## config.mk

```make
export PLATFORM = sky130hd
export DESIGN_NAME = div_result_bcd
export DESIGN_NICKNAME = d
export VERILOG_FILES = /design/src/rtl/div_result_bcd.sv
export SDC_FILE = /design/constraint.sdc
export NUM_CORES = 1
export LEC_CHECK = 0
export ABC_AREA = 0
export BUFFER_PORTS_ARGS = -buffer_cell sky130_fd_sc_hd__buf_2
export CAP_MARGIN = 20
export CORE_MARGIN = 1
export CORE_UTILIZATION = 30
export CTS_CLUSTER_DIAMETER = 80
export CTS_CLUSTER_SIZE = 10
export DETAILED_ROUTE_END_ITERATION = 12
export GPL_ROUTABILITY_DRIVEN = 0
export PLACE_DENSITY = 0.46
export SLEW_MARGIN = 40
export SYNTH_ARGS = -nofsm -noshare
export SYNTH_HDL_FRONTEND = slang
export SYNTH_SLANG_ARGS = --single-unit
```

## constraint.sdc

```tcl
create_clock -name clk -period 3 [get_ports clk]
set_clock_uncertainty 0.2 [all_clocks]
set_input_delay 0.9 -clock clk [delete_from_list [all_inputs] [get_ports clk]]
set_output_delay 0.9 -clock clk [all_outputs]
set_load 0.01 [all_outputs]
```

## src/rtl/div_result_bcd.sv

```systemverilog
// div_result_bcd
// Downstream stage of the signed 16-bit divider. On a start strobe it
// captures the quotient/remainder pair, flags divide-by-zero and overflow,
// and converts each value to a sign bit plus five packed BCD digits. The
// conversion uses shift-add-3 (double dabble), one bit per clock.
//
// Ports:
//   clk    rising-edge system clock
//   rst    synchronous active-high reset
//   start  capture request, sampled only while busy=0
//   dina   signed dividend given to the divider (overflow check)
//   dinb   signed divisor given to the divider (zero/overflow check)
//   quot   signed quotient from the divider
//   rem    signed remainder from the divider
//   busy   conversion in progress
//   done   one-cycle pulse; result outputs update on the same edge
//   err    last result invalid (divide-by-zero or overflow)
//   q_neg  quotient sign
//   q_bcd  quotient magnitude, digit 4 in [19:16] down to digit 0 in [3:0]
//   r_neg  remainder sign
//   r_bcd  remainder magnitude, same digit layout as q_bcd
module div_result_bcd #(
  parameter int WIDTH  = 16,
  parameter int DIGITS = 5
) (
  input  logic                  clk,
  input  logic                  rst,
  input  logic                  start,
  input  logic [WIDTH-1:0]      dina,
  input  logic [WIDTH-1:0]      dinb,
  input  logic [WIDTH-1:0]      quot,
  input  logic [WIDTH-1:0]      rem,
  output logic                  busy,
  output logic                  done,
  output logic                  err,
  output logic                  q_neg,
  output logic [4*DIGITS-1:0]   q_bcd,
  output logic                  r_neg,
  output logic [4*DIGITS-1:0]   r_bcd
);

  typedef enum logic [1:0] {IDLE, CONV_Q, CONV_R} state_t;

  state_t              state, state_nxt;
  logic [3:0]          cnt;
  logic [WIDTH-1:0]    mag;
  logic [4*DIGITS-1:0] bcd;
  logic [WIDTH-1:0]    r_mag_h;
  logic                q_neg_h;
  logic                r_neg_h;
  logic [4*DIGITS-1:0] q_hold;
  logic                err_pend;

  logic                err_cond;
  logic                last_shift;
  logic [4*DIGITS-1:0] bcd_adj;
  logic [4*DIGITS-1:0] bcd_sh;
  logic [WIDTH-1:0]    mag_sh;

  // Two's-complement magnitude; -32768 maps to 32768 without saturation.
  function automatic logic [WIDTH-1:0] mag_of(input logic [WIDTH-1:0] x);
    return x[WIDTH-1] ? (~x + {{(WIDTH-1){1'b0}}, 1'b1}) : x;
  endfunction

  assign err_cond   = (dinb == '0) ||
                      ((dina == {1'b1, {(WIDTH-1){1'b0}}}) && (dinb == '1));
  assign last_shift = (cnt == 4'd15);
  assign busy       = (state != IDLE);

  // One double-dabble step: add 3 to every nibble >= 5, then shift
  // {bcd, mag} left by one bit.
  always_comb begin
    bcd_adj = bcd;
    for (int unsigned i = 0; i < DIGITS; i++) begin
      if (bcd[4*i +: 4] >= 4'd5)
        bcd_adj[4*i +: 4] = bcd[4*i +: 4] + 4'd3;
    end
    bcd_sh = {bcd_adj[4*DIGITS-2:0], mag[WIDTH-1]};
    mag_sh = {mag[WIDTH-2:0], 1'b0};
  end

  always_comb begin
    state_nxt = state;
    case (state)
      IDLE:    if (start && !err_cond) state_nxt = CONV_Q;
      CONV_Q:  if (last_shift)         state_nxt = CONV_R;
      CONV_R:  if (last_shift)         state_nxt = IDLE;
      default:                         state_nxt = IDLE;
    endcase
  end

  always_ff @(posedge clk) begin
    if (rst) begin
      state    <= IDLE;
      cnt      <= '0;
      mag      <= '0;
      bcd      <= '0;
      r_mag_h  <= '0;
      q_neg_h  <= 1'b0;
      r_neg_h  <= 1'b0;
      q_hold   <= '0;
      err_pend <= 1'b0;
      done     <= 1'b0;
      err      <= 1'b0;
      q_neg    <= 1'b0;
      q_bcd    <= '0;
      r_neg    <= 1'b0;
      r_bcd    <= '0;
    end else begin
      state    <= state_nxt;
      done     <= 1'b0;
      err_pend <= 1'b0;

      // Error results are reported one edge after capture.
      if (err_pend) begin
        done  <= 1'b1;
        err   <= 1'b1;
        q_neg <= 1'b0;
        q_bcd <= '0;
        r_neg <= 1'b0;
        r_bcd <= '0;
      end

      case (state)
        IDLE: begin
          if (start) begin
            if (err_cond) begin
              err_pend <= 1'b1;
            end else begin
              mag     <= mag_of(quot);
              bcd     <= '0;
              r_mag_h <= mag_of(rem);
              q_neg_h <= quot[WIDTH-1];
              r_neg_h <= rem[WIDTH-1];
              cnt     <= '0;
            end
          end
        end
        CONV_Q: begin
          cnt <= cnt + 4'd1;
          if (last_shift) begin
            q_hold <= bcd_sh;
            mag    <= r_mag_h;
            bcd    <= '0;
          end else begin
            mag <= mag_sh;
            bcd <= bcd_sh;
          end
        end
        CONV_R: begin
          cnt <= cnt + 4'd1;
          mag <= mag_sh;
          bcd <= bcd_sh;
          if (last_shift) begin
            q_bcd <= q_hold;
            r_bcd <= bcd_sh;
            q_neg <= q_neg_h;
            r_neg <= r_neg_h;
            err   <= 1'b0;
            done  <= 1'b1;
          end
        end
        default: ;
      endcase
    end
  end

endmodule

```

; After elaboration in Yosys (flattened, before gate mapping)
; Cells that the tools add are included.
[word_totals]
regBits = 125
inputBits = 67
word_cells = 100
[classes]
n_addsub = 8
magnitude_cmp = 5
eq_ne = 10
mux = 41
n_bitwise = 5
reduce_logical = 16
[op_table]
columns = cell, n
row1 = $mux W20, 9
row2 = $mux W16, 5
row3 = $pmux W20 S3, 1
row4 = $pmux W16 S3, 1
row5 = $add A16 B1 Y16 const B, 2
row6 = $eq A16 B16 Y1 const B, 2
row7 = $not A16 Y16, 2
row8 = $mux W4, 6
row9 = $ge A4 B3 Y1 const B, 5
row10 = $add A4 B2 Y4 const B, 4
row11 = $logic_not A16 Y1, 1
row12 = $mux W1, 13
row13 = $reduce_and A3 Y1, 4
row14 = $ne A2 B2 Y1 const B, 5
row15 = $pmux W4 S2, 1
row16 = $mux W2, 3
row17 = $pmux W2 S3, 1
row18 = $add A4 B1 Y4 const B, 1
row19 = $eq A4 B4 Y1 const B, 1
row20 = $reduce_bool A2 Y1, 2
row21 = $add A3 B2 Y3 const B, 1
row22 = $mux W3, 1
row23 = $not A1 Y1, 3
row24 = $reduce_bool A3 Y1, 1
row25 = 9 further kinds, 10

; Depth between registers and ports, before layout
; Gate-level depths: netlist of run 1.
[depth]
depth_word = 7
depth_mapped = 10
ltp_nobuf = 7

; Worst setup path after synthesis of run 1
; Ideal clock, no wire load.
[synth_path]
kind = input-to-reg
start = input port quot[0]
end = register mag[6]
setup_ps = 116
t_arrival_ps = 2238
path_slack_ps = 445
cell_stages = 7
path_buffers = 0
cell_sequence = inv_1 > ha_1 > or3b_2 > o31ai_1 > xor2_1 > o21ai_0 > o211a_1
[synth_between]
elab_chain_cells = 6
[synth_lines]
columns = item, line
row1 = start: declaration, 31  ; input logic [WIDTH-1:0] quot,
row2 = $not A16 Y16, 62  ; return x[WIDTH-1] ? (~x + {{(WIDTH-1){1'b0}}, 1'b1}) : x;
row3 = $add A16 B1 Y16, 62
row4 = $mux W16, 62
row5 = $mux W16, 127  ; if (err_cond) begin
row6 = $mux W16, 126  ; if (start) begin
row7 = $pmux W16 S3, 124  ; case (state)
row8 = end signal: assignment, 130  ; mag <= mag_of(quot);
row9 = end signal: assignment, 143  ; mag <= r_mag_h;
row10 = end signal: assignment, 146  ; mag <= mag_sh;
row11 = end: declaration, 46  ; logic [WIDTH-1:0] mag;
; No other way between the ends. The select of a mux whose other input is x is not followed.
; A chain may end at the register's enable or synchronous reset.

; Worst setup path after layout of run 1
[layout_path]
start = register state[0]
end = output port busy
[layout_between]
elab_chain_cells = 1
[layout_lines]
columns = item, line
row1 = start: declaration, 44  ; state_t state, state_nxt;
row2 = start signal: assignment, 110  ; state <= state_nxt;
row3 = $reduce_bool A2 Y1, 68  ; assign busy = (state != IDLE);
row4 = end: declaration, 33  ; output logic busy,
; No other way between the ends.

==> impl_metrics.ini, run 1 <==
[outcome]
status = completed

[routing]
routed_wl_um = 17710
first_pass_iters = 4
vias = 5768
wl_per_cell_um = 15.67
final_antenna_net_count = 0
routed_via_density = 5.104
first_iter_violations = 334
drcViolationCount = 0

[finish]
design_area_um2 = 7692
instances_no_fill = 1130
areaGrowthSynthToFinish_pct = 21.74
mostFrequentLayoutCells = dfxtp_1 (125), buf_2 (110), nand2_1 (86), a21oi_1 (78), nand3_1 (48)
drive_above_1_share_pct = 22.33
diodes = 0
final_nets = 932
final_common_cell = dfxtp_1

[setup_path]
crit_top_cell = inv_1
startpoint_type = register
path_cells = inv_1 -> ha_1 -> inv_1 -> buf_2
crit_slowest_cell = dfxtp_1
worstPathMaxFanout = 7
reg2reg_slack_ns = 0.54
cp.required_ns = 1.90
crit_arrival_ns = 1.52
crit_type = register to output pin
slowest_delay_ns = 0.41
cp-end-kind = output pin

[synth]
synth_warnings = 0
syn_avg_cell_area_um2 = 8.369
ys_seq_elements = 125
syn_nets = 840
synthFlopType = dfxtp_1
synth_edf_count = 0
synth-async-reset-ratio_pct = 0
synth-seq-area-share_pct = 39.60
syn_area_um2 = 6319
netlist_instances = 755
ys_types = 65

[sta]
worstMarginPinSlew_ns = 0.7781
finalSetupViolCount = 0
finalCriticalPeriod_ns = 2.617
setup_ws_ns = 0.3826
hold_viol = 0
final.setup.tns_ns = 0
rsz0062_at_grt = no
relSlewSlack_pct = 47.58
fmax_mhz = 382.1
finalCritPeriodShare_pct = 87.25
slew_viol_final = 0

[global_routing]
track_usage_pct = 16.83
grt_pass1_wl_um = 28980
grt_max_degree = 98
globalRouteOverflowTotal = 0
grt_antenna_before_repair = 0
grt_pass1_vias = 5553

[floorplan]
pin_count = 112
fp.dieW_um = 147.1
die_area_um2 = 21650
die_h_um = 147.1
rows = 52
core_area_um2 = 20430
start_util_pct = 30.93

[power]
leakage_nw = 2.927
pwr_density_cell_nw_per_um2 = 591.2
p_total_w = 0.004548
irDropWorstVdd_v = 0.0004390

[cts]
cts-buffers-inserted = 17
postCtsHoldBufs = 0
ctsLongestPathBuffers = 2
clock_sinks = 125
post_cts_buffers = 0
clk_pin_slew_ns = 0.06
postCtsResizedCells = 0
h-tree-depth = 4
clk_latency_ns = 0.42
tritoncts = done
cts_root_buf = clkbuf_16

[worst_hold_path]
hold_path.class = register to register

[placed_design]
placed_area_um2 = 7144
io_buffers = 111
dp_cells = 1098
hpwl_um = 12190
post-place-ws_ns = -0.02847

[job]
cap_violations = 0
[critical path: cells and delay by family, from the launching register on]
family     cells  cell delay [ns]
buf+inv        3             0.39
flops          1             0.41
fa+ha+maj      1             0.31
[per-layer routing]
layer	global-route usage [%]	up-vias	wire [um]
met5	0	-	0
li1	-	2934	-
met3	2.702	8	467
met2	28.18	93	8764
met4	5.670	0	106
met1	21.89	2733	8369
[state kept, by name, summed over array words and instances (netlist names), 2 cells and up]
name / count
cnt: 4
r_mag_h: 16
q_bcd: 20
q_hold: 20
mag: 16
r_bcd: 20
bcd: 20
state: 2
[cells in the mapped netlist, types with 4 or more instances]
master	n	area [um^2]
a211oi_1	13	97.59
a211oi_2	4	50.05
a21oi_1	78	390.4
a222oi_1	4	40.04
a22oi_1	4	30.03
a31oi_1	10	62.56
and4_1	4	35.03
buf_1	4	15.01
buf_2	8	40.04
buf_6	4	45.04
clkbuf_1	41	153.9
dfxtp_1	125	2502
ha_1	18	225.2
inv_1	23	86.33
mux2i_1	12	120.1
nand2_1	86	322.8
nand2b_1	12	75.07
nand3_1	48	240.2
nand4_1	16	100.1
nor2_1	46	172.7
nor3_1	17	85.08
nor3b_1	6	45.04
nor4_1	10	62.56
o211a_1	4	40.04
o211ai_1	12	90.09
o21a_1	5	37.54
o21ai_0	34	170.2
o31ai_1	12	90.09
o31ai_2	14	175.2
or3_1	5	31.28
xnor2_1	10	87.58
xor2_1	15	131.4
[through the flow]
step	utilization, %	hold WS, ns
floorplan	-	0.2313
global placement	34.89	0.2410
detailed placement	34.97	0.2464
CTS	37.65	0.2549
global route	37.65	0.2686
finish	37.65	0.2507
[cells by family (layout without fill, tap and decap cells)]
group / Yosys count / count (layout) / share of synthesized area, %
simple gates: 272 / 272 / 21.58
compound gates: 220 / 220 / 24.20
flops: 125 / 125 / 39.60
buf+inv: 83 / 188 / 5.683
xor+xnor: 25 / 25 / 3.465
fa+ha+maj: 18 / 18 / 3.564
mux: 12 / 12 / 1.901
[power breakdown]
| group | internal [W] | total, W | switching, W |
|---|---|---|---|
| registers | 0.00177 | 0.00185 | 0.0000778 |
| logic | 0.000292 | 0.000796 | 0.000504 |
| clock network | 0.00116 | 0.00190 | 0.000741 |
[area by class of cell]
| cell class | instances | area (um^2) |
|---|---|---|
| fill | 2243 | 12740 |
| timing repair buffer | 132 | 753.2 |
| multi-input combinational | 547 | 3460 |
| inverter | 24 | 91.34 |
| clock buffer | 23 | 457.9 |
| sequential | 125 | 2502 |
| tap | 270 | 337.8 |
| clock inverter | 9 | 90.09 |
[path summary, 6_finish.rpt]
check	depth (start not counted)	to	from
worst max-delay path	4	busy	state[0]
worst min-delay path	2	q_bcd[2]	q_hold[2]
worst max register to register	6	bcd[15]	state[1]
worst min register to register	2	q_bcd[2]	q_hold[2]
Note: power is estimated with default switching activity, not from simulation.
==> inputs of run 2 (changes only) <==
Settings changed: ABC_AREA 0 to 1, SKIP_CTS_REPAIR_TIMING set to 1.
==> run 2 against run 1 <==
Sequential share of layout area fell by 0.86 points. Highest routed layer unchanged. Critical path type unchanged. Largest power group unchanged. Synthesized area rose by 2.9%. Register-to-register slack got worse by 0.02 ns. Total power rose by 0.90%. Worst setup slack improved by 0.079 ns. Maximum frequency rose by 3.1%. Via count rose by 7.1%. Synthesized cell count rose by 31%. Wire length fell by 1.5%.
==> impl_metrics.ini, run 2 <==
[routing]
vias = 6176
wl_per_cell_um = 12.70
first_iter_violations = 353
routed_wl_um = 17440
routed_via_density = 4.498
first_pass_iters = 6
final_antenna_net_count = 0
drcViolationCount = 0

[floorplan]
pin_count = 112
fp.dieW_um = 149.2
start_util_pct = 30.72
core_area_um2 = 21150
die_area_um2 = 22250
die_h_um = 149.2
rows = 53

[synth]
synthFlopType = dfxtp_1
ys_seq_elements = 125
synth-simple-area-share_pct = 32.27
synth_warnings = 0
synth_edf_count = 0
yosysTopAreaCell = dfxtp_1
synth-compound-area-share_pct = 14.15
syn_area_um2 = 6499
synth-adder-area-share_pct = 3.466
netlist_instances = 992
yosysMostFrequentCell = nand2_1
netlist.area_leader.share_pct = 38.51
yosys-top-cells-count = nand2_1 (276), nor2_1 (156), dfxtp_1 (125), a21oi_1 (104), inv_1 (87)
synth.area.top_cells = dfxtp_1 (39%), nand2_1 (16%), nor2_1 (9.0%)
synth-xor-area-share_pct = 2.830
synth-seq-area-share_pct = 38.51
synth-async-reset-ratio_pct = 0
syn_avg_cell_area_um2 = 6.551
synthMuxAreaShare_pct = 0
synth_top_family_by_area = simple AND/OR/NAND/NOR gates
ys_types = 35
syn_nets = 1077

[sta]
finalCritPeriodShare_pct = 84.62
hold_viol = 0
relSlewSlack_pct = 49.79
worstMarginPinSlew_ns = 0.7453
timing.hold.ws_ns = 0.2493
slew_viol_final = 0
fmax_mhz = 393.9
final.setup.tns_ns = 0
finalSetupViolCount = 0
rsz0062_at_grt = no
finalCriticalPeriod_ns = 2.539

[setup_path]
crit_type = register to output pin
crit_arrival_ns = 1.44
path_cells = inv_1 -> ha_1 -> inv_1 -> buf_2
crit_slowest_cell = dfxtp_1
startpoint_type = register
worstPathMaxFanout = 4
crit_top_cell = inv_1
cp.required_ns = 1.90
cp-end-kind = output pin
slowest_delay_ns = 0.40

[global_routing]
grt_pass1_vias = 5772
grt_pass1_wl_um = 28970
globalRouteOverflowTotal = 0
track_usage_pct = 16.38
grt_antenna_before_repair = 0
grt_max_degree = 55

[cts]
clk_pin_slew_ns = 0.06
h-tree-depth = 4
clk_latency_ns = 0.42
tritoncts = done
ctsLongestPathBuffers = 2
clock_sinks = 125
cts-buffers-inserted = 17
cts_root_buf = clkbuf_16

[job]
cap_violations = 0

[finish]
final_nets = 1171
diodes = 0
drive_above_1_share_pct = 16.12
nFillCells = 2309
mostFrequentLayoutCells = nand2_1 (276), nor2_1 (154), dfxtp_1 (125), buf_2 (111), a21oi_1 (104)
fin_util_pct = 37.35
design_area_um2 = 7901
final_common_cell = nand2_1
areaGrowthSynthToFinish_pct = 21.58

[placed_design]
hpwl_um = 12150
placed_area_um2 = 7293
io_buffers = 111

[worst_hold_path]
hold_path.class = register to register

[power]
pwr_density_cell_nw_per_um2 = 580.7
leakage_nw = 3.688
irDropWorstVdd_v = 0.0002765

[outcome]
status = completed
[run 2: cell count changes after synthesis, moves of 13 or more]
cell	delta
clkbuf_1	-15
inv_1	+64
o31ai_2	-14
o21ai_0	+16
a21oi_1	+26
nor2_1	+110
nand2_1	+190
a211oi_1	-13
nor3_1	-16
[run 2: report_power, final]
group | internal [W] | leakage [nW] | switching, W
Sequential | 0.00174 | 1.02 | 0.0000499
Clock | 0.00132 | 0.293 | 0.000824
Combinational | 0.000226 | 2.38 | 0.000426
Total | 0.00329 | 3.69 | 0.00130
[run 2: stage by stage]
| stage | instances | power, W | setup slack, ns |
|---|---|---|---|
| after global placement | 1342 | 0.002487 | 0.09635 |
| after detailed placement | 1342 | 0.002485 | 0.4219 |
| after CTS | 1373 | 0.004642 | 0.4392 |
| after floorplan | 992 | 0.002272 | 0.8216 |
| after global routing | 1373 | 0.004824 | 0.3233 |
| final | 1373 | 0.004589 | 0.4615 |
[run 2: kinds of logic (layout without fill, tap and decap cells)]
logic type / count (synthesis) / count (layout)
buf+inv: 139 / 245
fa+ha+maj: 18 / 18
compound gates: 172 / 172
flops: 125 / 125
xor+xnor: 21 / 21
simple gates: 517 / 517
[run 2: metal layers]
metal / track usage (%) / share of wire (%) / up-vias
li1: - / - / 3328
met1: 23.18 / 53 / 2746
met2: 25.12 / 43 / 85
met3: 3.119 / 2.8 / 17
met4: 4.490 / 1.2 / 0
met5: 0 / 0 / -
[run 2: worst paths after layout]
kind,from,to,slack [ns],depth (start not counted)
min,r_mag_h[10],r_mag_h[10],0.25,2
min reg2reg,r_mag_h[10],r_mag_h[10],0.25,2
max reg2reg,state[1],bcd[18],0.52,9
max,state[1],busy,0.46,4
[run 2: final cells by class]
type,instances,area [um^2],area share [%]
clock inverter,14,182.7,2.312
inverter,90,337.8,4.276
multi-input combinational,728,3431,43.42
sequential,125,2502,31.67
timing repair buffer,124,678.2,8.583
tap,275,344.1,4.355
clock buffer,17,425.4,5.384
[run 2: critical path: cells and delay by family, from the launching register on]
family	cells	cell delay [ns]
fa+ha+maj	1	0.27
buf+inv	3	0.35
flops	1	0.40
==> inputs of run 3 (changes only) <==
Settings changed: PLACE_DENSITY 0.46 to 0.48.
Clock period 3 ns to 2 ns, I/O delays scaled along.
==> run 3 against run 2 <==
Register-to-register slack got worse by 0.41 ns. Total power is 51% higher. Critical path depth did not move. Utilization rose by 2.3 points. Non-clock buffer count is 49 higher. Die area unchanged. Clock power is 44% higher. Cell count is 3.6% higher. Cell area rose by 6.2%. Sequential power grew 50%. Flip-flop and latch count did not move. Clock-buffer cell count increased by 1. Largest cell class unchanged. Highest routed layer unchanged.
==> impl_metrics.ini, run 3 (synthesis results as in run 2) <==
[sta]
hold_viol = 0
worstMarginPinSlew_ns = 0.5809
finalCriticalPeriod_ns = 1.998
slew_viol_final = 0
final.setup.tns_ns = 0
finalCritPeriodShare_pct = 99.89
finalSetupViolCount = 0
relSlewSlack_pct = 61.23
fmax_mhz = 500.6
rsz0062_at_grt = yes

[setup_path]
cp-end-kind = output pin
crit_type = register to output pin
worstPathMaxFanout = 4
cp.required_ns = 1.20
reg2regPathDepth = 8
startpoint_type = register
crit_arrival_ns = 1.20
reg2reg_slack_ns = 0.11

[placed_design]
placed_area_um2 = 7734
hpwl_um = 12530
io_buffers = 111

[floorplan]
die_area_um2 = 22250
die_h_um = 149.2
rows = 53
start_util_pct = 30.72
core_area_um2 = 21150
fp.dieW_um = 149.2
pin_count = 112

[routing]
routed_via_density = 4.477
met2_length_um = 7889
drcViolationCount = 0
first_iter_violations = 354
routed_wl_um = 17510
first_pass_iters = 5
wl_per_cell_um = 12.30
wl_met3_um = 508
met1_length_um = 8928
top_layer_used = met4
final_antenna_net_count = 0
vias = 6371

[cts]
clock_sinks = 125
clk_pin_slew_ns = 0.06
ctsLongestPathBuffers = 2
clk_latency_ns = 0.42
cts_root_buf = clkbuf_16
cts-buffers-inserted = 17
h-tree-depth = 4
tritoncts = done

[power]
irDropWorstVdd_v = 0.0004577
pwr_density_cell_nw_per_um2 = 825.4
leakage_nw = 3.953

[global_routing]
grt_antenna_before_repair = 0
grt_pass1_vias = 5961
grt_pass1_wl_um = 29400
track_usage_pct = 16.53
globalRouteOverflowTotal = 0
grt_max_degree = 50

[finish]
final_nets = 1220
areaGrowthSynthToFinish_pct = 29.13
design_area_um2 = 8392
drive_above_1_share_pct = 20.64
mostFrequentLayoutCells = nand2_1 (276), nor2_1 (151), dfxtp_1 (125), buf_2 (111), a21oi_1 (103)
final_common_cell = nand2_1
diodes = 0
nFillCells = 2298

[worst_hold_path]
hold_depth = 2
hold_path.class = register to register

[outcome]
status = completed

[job]
cap_violations = 0
-- run 3: cell count changes in the layout (fill, tap and decap cells not counted), moves of 2 or more --
cell | previous run | this run
inv_2 | 2 | 4
ha_4 | 0 | 2
o21ai_0 | 50 | 48
buf_12 | 2 | 8
nor2_2 | 3 | 5
inv_1 | 87 | 85
buf_4 | 11 | 53
ha_1 | 18 | 16
nor2_1 | 154 | 151
-- run 3: final cells by class --
class	instances	area, um^2	area share [%]
Timing Repair Buffer	173	1125	13.40
Inverter	90	337.8	4.026
Clock inverter	14	157.7	1.879
Multi-Input combinational cell	728	3496	41.66
Clock buffer	18	429.2	5.114
Tap cell	275	344.1	4.100
Sequential cell	125	2502	29.82
-- run 3: per-stage QoR --
stage	hold slack [ns]	total power, W	setup slack [ns]	instances	utilization (%)
detailed placement	0.2441	0.003862	-0.1649	1391	36.56
finish	0.2565	0.006927	0.002246	1423	39.67
floorplan	0.2210	0.003408	0.1216	992	-
global route	0.2761	0.007292	-0.06930	1423	39.67
global placement	0.2402	0.003863	-0.1302	1391	36.56
CTS	0.2439	0.006977	-0.1557	1423	39.33
-- run 3: path summary, 6_finish.rpt --
check	startpoint	to
max	state[0]	busy
min reg2reg	q_bcd[0]	q_bcd[0]
min	q_bcd[0]	q_bcd[0]
max reg2reg	state[0]	q_hold[18]
-- run 3: per-layer routing --
metal  track usage [%]  vias to the layer above
met5                 0                        -
met4             4.337                        0
met3             3.425                       16
met2             26.65                       97
met1             22.27                     2823
li1                  -                     3435
-- run 3: report_power, final --
group | internal (W) | total [W] | switching [W] | leakage, nW
Sequential | 0.00261 | 0.00269 | 0.0000767 | 1.02
Combinational | 0.000475 | 0.00115 | 0.000672 | 2.65
Clock | 0.00186 | 0.00309 | 0.00123 | 0.284
-- run 3: critical path: stages (launching register included) --
cell	delay [ns]
dfxtp_1	0.33
inv_1	0.08
ha_4	0.18
inv_1	0.06
buf_2	0.13
